===== src/rtl/act_skew_feeder.sv =====
// act_skew_feeder: FIFO-buffered activation feeder that skews lane i by i cycles and drains zeros after each tile.
// Optional bubble counter output enabled by defining FEEDER_BUBBLE_CNT_EN.
module act_skew_feeder #(
    parameter int num1   = 2,
    parameter int DATA_W = 8,
    parameter int DEPTH  = 4
) (
    input  logic                   CLK,
    input  logic                   RESET,
    input  logic                   EN,
    input  logic [num1*DATA_W-1:0] in_vec,
    input  logic                   in_last,
    input  logic                   in_valid,
    output logic                   in_ready,
    output logic [num1*DATA_W-1:0] active_left,
    output logic                   busy,
    output logic                   done
`ifdef FEEDER_BUBBLE_CNT_EN
    ,
    output logic [15:0]            bubble_cnt
`endif
);
    localparam int W  = num1 * DATA_W;
    localparam int AW = $clog2(DEPTH);
    localparam int CW = (num1 > 1) ? $clog2(num1) : 1;

    typedef enum logic [1:0] {IDLE, STREAM, DRAIN} state_t;

    state_t         r_state, w_state_n;
    logic [W:0]     r_mem [DEPTH];
    logic [AW:0]    r_wp, r_rp;
    logic [CW-1:0]  r_cnt;
    logic [W:0]     w_head;
    logic           w_empty, w_full, w_push, w_pop, w_cnt_end;

    assign w_empty   = r_wp == r_rp;
    assign w_full    = (r_wp[AW] != r_rp[AW]) && (r_wp[AW-1:0] == r_rp[AW-1:0]);
    assign w_push    = in_valid && !w_full;
    assign w_head    = r_mem[r_rp[AW-1:0]];
    assign w_cnt_end = r_cnt == CW'(num1 - 1);
    assign in_ready  = !w_full;
    assign busy      = r_state != IDLE;
    assign done      = (r_state == DRAIN) && w_cnt_end;

    always_ff @(posedge CLK) begin
        if (w_push) r_mem[r_wp[AW-1:0]] <= {in_last, in_vec};
    end

    always_ff @(posedge CLK) begin
        if (RESET) begin
            r_wp <= '0;
            r_rp <= '0;
        end else begin
            if (w_push) r_wp <= r_wp + 1'b1;
            if (w_pop) r_rp <= r_rp + 1'b1;
        end
    end

    always_ff @(posedge CLK) begin
        if (RESET) begin
            r_state <= IDLE;
            r_cnt   <= '0;
        end else if (EN) begin
            r_state <= w_state_n;
            r_cnt   <= (r_state == DRAIN && !w_cnt_end) ? r_cnt + 1'b1 : '0;
        end
    end

    // The final drain cycle may already pop the next tile so tiles run back to back.
    always_comb begin
        w_state_n = r_state;
        w_pop     = 1'b0;
        case (r_state)
            IDLE, STREAM: if (EN && !w_empty) begin
                w_pop     = 1'b1;
                w_state_n = w_head[W] ? DRAIN : STREAM;
            end
            DRAIN: if (EN && w_cnt_end) begin
                w_pop     = !w_empty;
                w_state_n = w_empty ? IDLE : (w_head[W] ? DRAIN : STREAM);
            end
            default: w_state_n = IDLE;
        endcase
    end

    for (genvar g = 0; g < num1; g++) begin : g_lane
        logic [DATA_W-1:0] r_d [g+1];
        logic [g:0]        r_v;
        always_ff @(posedge CLK) begin
            if (RESET) begin
                r_v <= '0;
                for (int j = 0; j <= g; j++) r_d[j] <= '0;
            end else if (EN) begin
                r_v[0] <= w_pop;
                r_d[0] <= w_head[g*DATA_W +: DATA_W];
                for (int j = 1; j <= g; j++) begin
                    r_v[j] <= r_v[j-1];
                    r_d[j] <= r_d[j-1];
                end
            end
        end
        assign active_left[g*DATA_W +: DATA_W] = r_v[g] ? r_d[g] : '0;
    end

`ifdef FEEDER_BUBBLE_CNT_EN
    logic [15:0] r_bub;
    always_ff @(posedge CLK) begin
        if (RESET) r_bub <= '0;
        else if (EN) begin
            if (r_state == IDLE && w_pop) r_bub <= '0;
            else if (r_state == STREAM && w_empty && r_bub != 16'hFFFF) r_bub <= r_bub + 1'b1;
        end
    end
    assign bubble_cnt = r_bub;
`endif
endmodule


===== config.mk =====
export PLATFORM = sky130hd
export DESIGN_NAME = act_skew_feeder
export DESIGN_NICKNAME = d
export VERILOG_FILES = /design/src/rtl/act_skew_feeder.sv
export SDC_FILE = /design/constraint.sdc
export NUM_CORES = 1
export LEC_CHECK = 0
export BUFFER_PORTS_ARGS = -buffer_cell sky130_fd_sc_hd__buf_2
export CAP_MARGIN = 20
export CORE_ASPECT_RATIO = 0.75
export CORE_MARGIN = 5
export CORE_UTILIZATION = 40
export DETAILED_ROUTE_END_ITERATION = 12
export PLACE_DENSITY = 0.55
export REMOVE_ABC_BUFFERS = 1
export SLEW_MARGIN = 10
export SYNTH_ARGS = -nofsm -noshare
export SYNTH_HDL_FRONTEND = slang
export SYNTH_SLANG_ARGS = --single-unit

===== constraint.sdc =====
create_clock -name CLK -period 2.7 [get_ports CLK]
set_input_delay 0.135 -clock CLK [delete_from_list [all_inputs] [get_ports CLK]]
set_output_delay 0.135 -clock CLK [all_outputs]
set_load 0.02 [all_outputs]

**Yosys cells after proc, flatten, opt, wreduce, memory -nomap -nowiden**

Memory sizes are Yosys's and may differ from the RTL's. A register that Yosys moved wholly into a read port is not among the register bits.
Index checks and enable logic that the tools add are counted.

- Bits in registers: 12
- Bits in writable memories: 92
- Input port bits: 21
- Output and inout bits: 19
- Word-level logic and storage cells: 59
- Memories kept: 3

Memories:

| memory | words | bits a word | read ports | clocked after Yosys merged registers in | write ports | RTL line | source |
|---|---|---|---|---|---|---|---|
| r_mem | 4 | 17 | 1 | 1 | 1 | 30 | `logic [W:0] r_mem [DEPTH];` |
| g_lane[1].r_d | 2 | 8 | 2 | 0 | 2 | 87 | `logic [DATA_W-1:0] r_d [g+1];` |
| g_lane[0].r_d | 1 | 8 | 1 | 0 | 1 | 87 |  |

- Add/subtract/negate cells: 3
- Eq/ne operators: 7
- Mux-type cells: 24
- Bitwise logic cells: 2
- Reductions and logical operators: 14

Operator list:

| kind | count |
|---|---|
| 8-bit two-way mux | 5 |
| 2-bit two-way mux | 6 |
| 1-bit two-way mux | 11 |
| 8-bit OR reduction | 1 |
| 3-bit by 1-bit adder with 3-bit output (second input constant) | 2 |
| 1-bit logical AND | 6 |
| 2-bit case mux with 2 select lines | 1 |
| 3-bit == test | 1 |
| 1-bit logical NOT | 3 |
| 3-bit AND reduction | 1 |
| 2-bit by 1-bit == test with 1-bit output (second input constant) | 1 |
| 2-bit == test | 1 |
| 2-bit == test (second input constant) | 1 |
| 2-bit logical NOT | 1 |
| 2-bit by 1-bit inequality test with 1-bit output (second input constant) | 1 |
| 2-bit inequality test (second input constant) | 1 |
| 1-bit bitwise OR | 2 |
| 1-bit case mux with 2 select lines | 1 |
| 2-bit nonzero test | 1 |
| 2-bit OR reduction | 1 |
| 1-bit adder (second input constant) | 1 |
| 1-bit inequality test | 1 |

**Depth between registers and ports, before layout**

Gate-level depths: netlist of the first run.

- Word-level depth: 7
- Depth in mapped cells: 5
- Mapped depth without buffers: 4

**Worst setup path before layout of the first run**

No wires, ideal clock.

- Path type: reg-to-reg
- Start: reg r_wp[0]
- End: mem r_mem[0][0] (netlist name) (enable)
- Data arrival time: 1.452 ns
- Setup slack: 0.873 ns
- Stages on the path, launching flop included: 4
- Path through: dfxtp_1 xor2_1 o31a_1 and2_1

- Longest elaborated chain between the ends: 6

Ends and longest elaborated chain:

| item | RTL line | source |
|---|---|---|
| from (decl) | 31 | `logic [AW:0] r_wp, r_rp;` |
| from (signal assigned) | 54 | `if (w_push) r_wp <= r_wp + 1'b1;` |
| 2-bit == test | 37 | `assign w_full = (r_wp[AW] != r_rp[AW]) && (r_wp[AW-1:0] == r_rp[AW-1:0]);` |
| 1-bit logical AND | 37 |  |
| 1-bit logical NOT | 38 | `assign w_push = in_valid && !w_full;` |
| 1-bit logical AND | 38 |  |
| 1-bit two-way mux | 46 | `if (w_push) r_mem[r_wp[AW-1:0]] <= {in_last, in_vec};` |
| 1-bit two-way mux (implied by the code) | 46 |  |
| to (decl) | 30 |  |

Several ways; a longest one is shown, not always the timed one.

**Worst setup path in the final report of the first run**

- Start: reg r_wp[0]
- End: mem r_mem[2][7] (netlist name) (enable)

Same word-level chain as after synthesis.

==> results of run 1 <==
## per-layer routing
layer	wire, um	up-vias	GRT usage (%)
li1	-	972	-
met1	3230	976	16.3
met2	3230	33	17.8
met3	306	7	4.43
met4	94	0	4.65
met5	0	-	0
## synth_stat cells
library cell / number
nor3b_2: 1
buf_4: 1
buf_6: 1
nand2b_1: 3
buf_1: 1
and3b_1: 1
clkbuf_2: 1
xor2_1: 3
o21ba_2: 1
xnor2_2: 1
xnor2_1: 1
mux2_2: 1
mux4_2: 17
nor2b_1: 5
or2_2: 2
inv_1: 5
dfxtp_1: 13
nor3_1: 3
and2_1: 43
buf_2: 1
mux2i_1: 3
clkbuf_1: 3
and4b_2: 1
mux2_4: 2
edfxtp_1: 92
ha_1: 5
a21oi_1: 2
o21ai_0: 2
o311ai_0: 1
o31a_1: 1
nand2_1: 4
or3_1: 2
o32a_1: 1
nor2_1: 8
## worst paths after layout
| kind | end | slack [ns] | cells after the start |
|---|---|---|---|
| worst max-delay path | r_mem[2][7] | 0.89 | 4 |
| worst min-delay path | r_mem[3][9] | 0.01 | 1 |
| worst max register to register | r_mem[2][7] | 0.89 | 4 |
| worst min register to register | r_cnt | 0.49 | 2 |
## through the flow
stage / area (um^2) / instances / utilization (%)
2_1_floorplan: 4100 / 224 / -
3_3_place_gp: 4520 / 406 / 44.3
3_5_place_dp: 4520 / 406 / 44.3
4_1_cts: 4810 / 424 / 47.1
5_1_grt: 4820 / 425 / 47.2
6_report: 4820 / 425 / 47.2
## power by group through the flow
stage | Sequential (mW) | Combinational, mW | Clock [mW]
final | 1.94 | 0.422 | 1.18
after floorplan | 1.98 | 0.278 | 0
after detailed placement | 1.98 | 0.429 | 0
after global placement | 1.97 | 0.429 | 0
after global routing | 1.95 | 0.470 | 1.30
after CTS | 1.94 | 0.433 | 1.22
## logic make-up after synthesis
kind of cell	count (synthesis)	synth area share, %
mux	23	11.0
compound gates	8	1.39
buf+inv	13	1.51
fa+ha+maj	5	1.51
flops	105	72.9
simple gates	73	10.5
xor+xnor	5	1.24
## layout make-up
| cell class | count | area, um^2 | share of cell area [%] |
|---|---|---|---|
| clock buffers | 13 | 250 | 5.19 |
| clock inverters | 3 | 20.0 | 0.415 |
| inverters | 5 | 18.8 | 0.389 |
| multi-input cells | 114 | 1060 | 22.0 |
| flip-flops and latches | 105 | 3020 | 62.7 |
| well taps | 136 | 170 | 3.53 |
| repair buffers | 49 | 278 | 5.76 |
## state kept, by name, summed over array words and instances, names as in the netlist, named ones only
register / cells
g_lane.r_d: 24
g_lane.r_v: 2
r_cnt: 1
r_mem: 68
r_rp: 3
r_state: 2
r_wp: 3
==> summary.md, run 1 <==
| Metric | Value |
|---|---|
| Highest clock rate | `between 0.5 and 0.6 GHz` |
| Crit path max fanout | `17` |
| Setup ws final | `0.894 ns` |
| Slew of the pin with the lowest slew margin | `between 0.6 and 0.7 ns` |
| Fraction of layout instances using a drive strength above 1 | `29.1%` |
| Fillers | `892` |
| Critical path class | `flip-flop to flip-flop` |
| Maxcap violations | `0` |
| Design Power | `3.54 mW` |
| Max-slew violations | `0` |
| Number of detailed-route iterations in the first pass | `4` |
| Post-Syn Area per Cell | `17.9 um^2` |
| RSZ-0062 raised after global routing | `no` |
| Clock buffer count from CTS | `9` |
| Count of yosys warnings during synthesis | `0` |
| Final period utilization | `66.9%` |
| Total global-route track usage | `12.1%` |
| Clk slew on worst S/H paths | `0.06 ns` |
| IR drop worst, VDD | `349 uV` |
| Largest cells by area after synthesis | `edfxtp_1, mux4_2, and2_1, dfxtp_1, ha_1` |
| Critical Path Sink Type | `flip-flop` |
| Antenna-violating nets left | `0` |
| Post-Syn Area | `4150 um^2` |
| Wire per inst | `~16 um` |
| Status | `completed` |
| Logic pwr share | `11.9%` |
| Switching Fraction | `approximately 22%` |
| Net Sw Power | `0.789 mW` |
| Yosys cell types | `34` |
| Post-layout min period | `1.81 ns` |
| Detailed Place HPWL | `4.31 mm` |
| Setup_tns | `0 ns` |
| Max incr delay on CP | `0.42 ns` |
| Initial core utilization | `between 40% and 50%` |
| DR vias/cell | `4.68` |
| Part of the power in registers | `54.8%` |
| Starting DRT DRC Count | `96` |
| Commonest non-fill, non-tap cell in the layout | `edfxtp_1` |
| WP data arrival | `1.82 ns` |
| Seq/Total Area, Yosys | `72.9%` |
| Core box area | `10,200 um^2` |
| Min-delay src | `in_vec[9]` |
| Max Root-Sink Buffers | `2` |
| Final setup violation count | `0` |
| Die ar. | `12,500 um^2` |
| Post-synth top area share | `about 67%` |
| Count of state elements after synthesis | `between 100 and 150` |
| Hold WS | `0.0112 ns` |
| Hold crit path type | `input pin to flip-flop` |
| Beginning of the critical path | `r_wp[0]` |
| Rel. slew slack | `58.5%` |
| H-tree level count | `3` |
| Commonest cells after routing, fill and taps aside | `edfxtp_1, and2_1, buf_2` |
| Power density cells | `734 nW/um^2` |
| Antenna violations before repair | `0` |
| CP max-delay cell | `dfxtp_1` |
| Root Driver | `clkbuf_16` |
| Cts repair resizes | `0` |
| Ant diodes | `0` |
| Clk sinks | `roughly 110` |
| Startpoint Class | `flip-flop` |
| Vias | `1,988` |
| Static Leak | `1.77 nW` |
| Post-Route WL | `6.86 mm` |
| DR DRC count | `0` |
| I/O pin count | `40` |
| Chip width | `128 um` |
| Worst Skew | `between 0.009 and 0.01 ns` |
| Req. time, crit path | `2.72 ns` |
| Vias in the first global route | `slightly above 2k` |
| Row Count | `32` |
| Worst path cell trace | `xor2_1, o31a_1, and2_1, buf_4` |
| Mapped Cells | `between 200 and 250` |
| First-pass GRT wire length | `11.2 mm` |
| Port bufs | `39` |
| Cts hold-fix bufs | `2` |
| Grt total ovfl | `0` |
| Pre-CTS setup slack | `0.889 ns` |
| Clk Latency, worst-skew pair | `0.34 ns` |
| Die height | `around 100 um` |
| Largest net degree at the start of global routing | `25` |
| CP delay by family, top | `flip-flops` |
| Number of nets in the layout | `310` |
| GPL Wtd Cong | `between 0.6 and 0.7` |
| Clock power frac | `33.3%` |
| Internal power | `around 2.8 mW` |
| Cell taking the most area after synthesis | `edfxtp_1` |
| Buffers & Inverters on Critical Path | `1` |
| Post-CTS Setup Bufs | `0` |
| Reg2reg start | `r_wp[0]` |
| Area Overhead vs Synth | `16.3%` |
| CTS tree | `yes` |
| Final Hold Fails | `0` |
Power figures use the tool's default switching activity.
==> run 2, diff against run 1 <==
--- a/config.mk
+++ b/config.mk
@@ -11,7 +11,7 @@
 export CORE_MARGIN = 5
 export CORE_UTILIZATION = 40
 export DETAILED_ROUTE_END_ITERATION = 12
-export PLACE_DENSITY = 0.55
+export PLACE_DENSITY = 0.57
 export REMOVE_ABC_BUFFERS = 1
 export SLEW_MARGIN = 10
 export SYNTH_ARGS = -nofsm -noshare
==> constraint.sdc (replaced) <==
create_clock -name CLK -period 1.5 [get_ports CLK]
set_input_delay 0.075 -clock CLK [delete_from_list [all_inputs] [get_ports CLK]]
set_output_delay 0.075 -clock CLK [all_outputs]
set_load 0.02 [all_outputs]
==> run 2 against run 1 <==
The flow now finishes with violations (setup timing). Die area did not move. Critical path depth rose by 1. Core utilization rose by 5.6 points. Sequential power rose by 81%. Via count rose by 8.6%. Fmax rose by 15%. Setup slack got worse by 0.97 ns. Worst hold slack improved by 0.078 ns. Flip-flop and latch count did not move. Register-to-register slack got worse by 0.97 ns. Combinational power rose to 2.7 times the previous value. Largest cell class unchanged.
==> summary.md, run 2 (synthesis results as in run 1) <==
| Metric | Value |
|---|---|
| Total global-route track usage | `13.4%` |
| Hold crit path type | `input pin to flip-flop` |
| Number of nets in the layout | `342` |
| Grt total ovfl | `0` |
| Post-Route WL | `7.79 mm` |
| Antenna-violating nets left | `0` |
| Initial core utilization | `between 40 and 50%` |
| Final Util | `52.8%` |
| Final Hold Fails | `0` |
| Starting DRT DRC Count | `67` |
| Crit path max fanout | `8` |
| Pre-CTS setup slack | `-0.130 ns` |
| Commonest cells after routing, fill and taps aside | `edfxtp_1, buf_2, and2_1` |
| Max Root-Sink Buffers | `2` |
| IR drop worst, VDD | `794 uV` |
| Vias | `2,159` |
| Critical path class | `flip-flop to flip-flop` |
| Worst Skew | `0.00846 ns` |
| Max FFs per register | `a little under 70` |
| DR vias/cell | `between 4 and 5` |
| Maxcap violations | `0` |
| Number of detailed-route iterations in the first pass | `4` |
| RSZ-0062 raised after global routing | `yes` |
| Failing checks | `setup timing` |
| Chip width | `128 um` |
| First-pass GRT wire length | `12.3 mm` |
| Clock buffer count from CTS | `9` |
| Highest clock rate | `0.634 GHz` |
| Final period utilization | `105%` |
| Fillers | `850` |
| Wire per inst | `17.1 um` |
| Vias in the first global route | `about 2.3k` |
| Status | `complete, but fails checks` |
| DR DRC count | `0` |
| I/O pin count | `40` |
| Port bufs | `39` |
| Ant diodes | `0` |
| Core box area | `just over 10,000 um^2` |
| Startpoint Class | `flip-flop` |
| Final setup violation count | `31` |
| Die height | `98.2 um` |
| Clk sinks | `105` |
| Setup ws final | `-0.0766 ns` |
| Commonest non-fill, non-tap cell in the layout | `edfxtp_1` |
| Req. time, crit path | `1.61 ns` |
| GPL Wtd Cong | `between 0.6 and 0.7` |
| Area Overhead vs Synth | `30.0%` |
| Design Power | `6.80 mW` |
| Max-slew violations | `0` |
| CTS tree | `yes` |
| Clk slew on worst S/H paths | `0.07 ns` |
| Slew of the pin with the lowest slew margin | `0.629 ns` |
| H-tree level count | `3` |
| Rel. slew slack | `between 50% and 60%` |
| R2R setup slack | `-0.08 ns` |
| Die ar. | `12,500 um^2` |
| Fraction of layout instances using a drive strength above 1 | `roughly 40%` |
| Power density cells | `1260 nW/um^2` |
| Placed cells | `between 400 and 500` |
| Setup_tns | `-1.13 ns` |
| Clk Latency, worst-skew pair | `0.35 ns` |
| WP data arrival | `1.69 ns` |
| Root Driver | `clkbuf_16` |
| Non-Filler Instances | `457` |
| Post-layout min period | `1.58 ns` |
| Critical Path Sink Type | `flip-flop` |
| Detailed Place HPWL | `4.55 mm` |
| Static Leak | `about 2.0 nW` |
| Antenna violations before repair | `0` |
| Largest net degree at the start of global routing | `25` |
| Row Count | `32` |
==> run 2: cell types whose count changed in the layout (fill, tap and decap cells not counted), moves of 3 or more <==
cell,change
buf_6,+3
and2_1,-11
dfxtp_1,-8
buf_12,+7
buf_4,+5
dfxtp_4,+6
dlygate4sd3_1,+14
and2_4,+11
==> run 2: what timing repair did <==
item | in CTS | in global routing
hold buffers | 17 | 0
cloned | 2 | 2
buffers inserted | 0 | 4
endpoints found under the hold margin | 68 | 0
setup endpoints to repair | 81 | 91
pin swaps | 3 | 8
gates resized for setup | 10 | 34
==> run 2: area by class of cell <==
type,count,area (um^2),share of cell area (%)
tap,136,170,3.15
clock buffer,10,229,4.24
timing repair buffer,81,729,13.5
inverter,5,18.8,0.348
sequential,105,3050,56.5
multi-input combinational,114,1150,21.4
clock inverter,6,43.8,0.812
==> run 2: per-layer routing <==
layer,wire length [um],track usage [%],up-vias
li1,-,-,1040
met1,3690,18.2,1077
met2,3690,20.3,30
met3,292,4.43,12
met4,120,4.65,0
met5,0,0,-
==> run 2: where the power goes <==
| part | internal, mW | leakage (nW) | switching, mW |
|---|---|---|---|
| registers | 3.40 | 1.00 | 0.118 |
| clock network | 1.13 | 0.133 | 1.01 |
| logic | 0.674 | 0.877 | 0.465 |
| total | 5.20 | 2.01 | 1.60 |
==> run 2: worst paths after layout <==
check        startpoint            to  depth (start not counted)
max reg2reg     r_rp[0]  r_mem[0][16]                          5
max             r_rp[0]  r_mem[0][16]                          5
min                  EN         r_cnt                          3
min reg2reg       r_cnt         r_cnt                          2
==> run 2: stage by stage <==
stage | area (um^2) | hold WS, ns
floorplan | 4100 | 0.144
CTS | 5220 | 0.0658
global route | 5390 | 0.119
detailed placement | 4680 | 0.290
finish | 5390 | 0.0887
global placement | 4680 | 0.291
==> run 2: worst max-delay path, stage by stage, from the launching register on <==
cell     delay, ns
dfxtp_4       0.37
xor2_4        0.20
o31a_1        0.34
and2_4        0.18
buf_12        0.12
buf_16        0.13
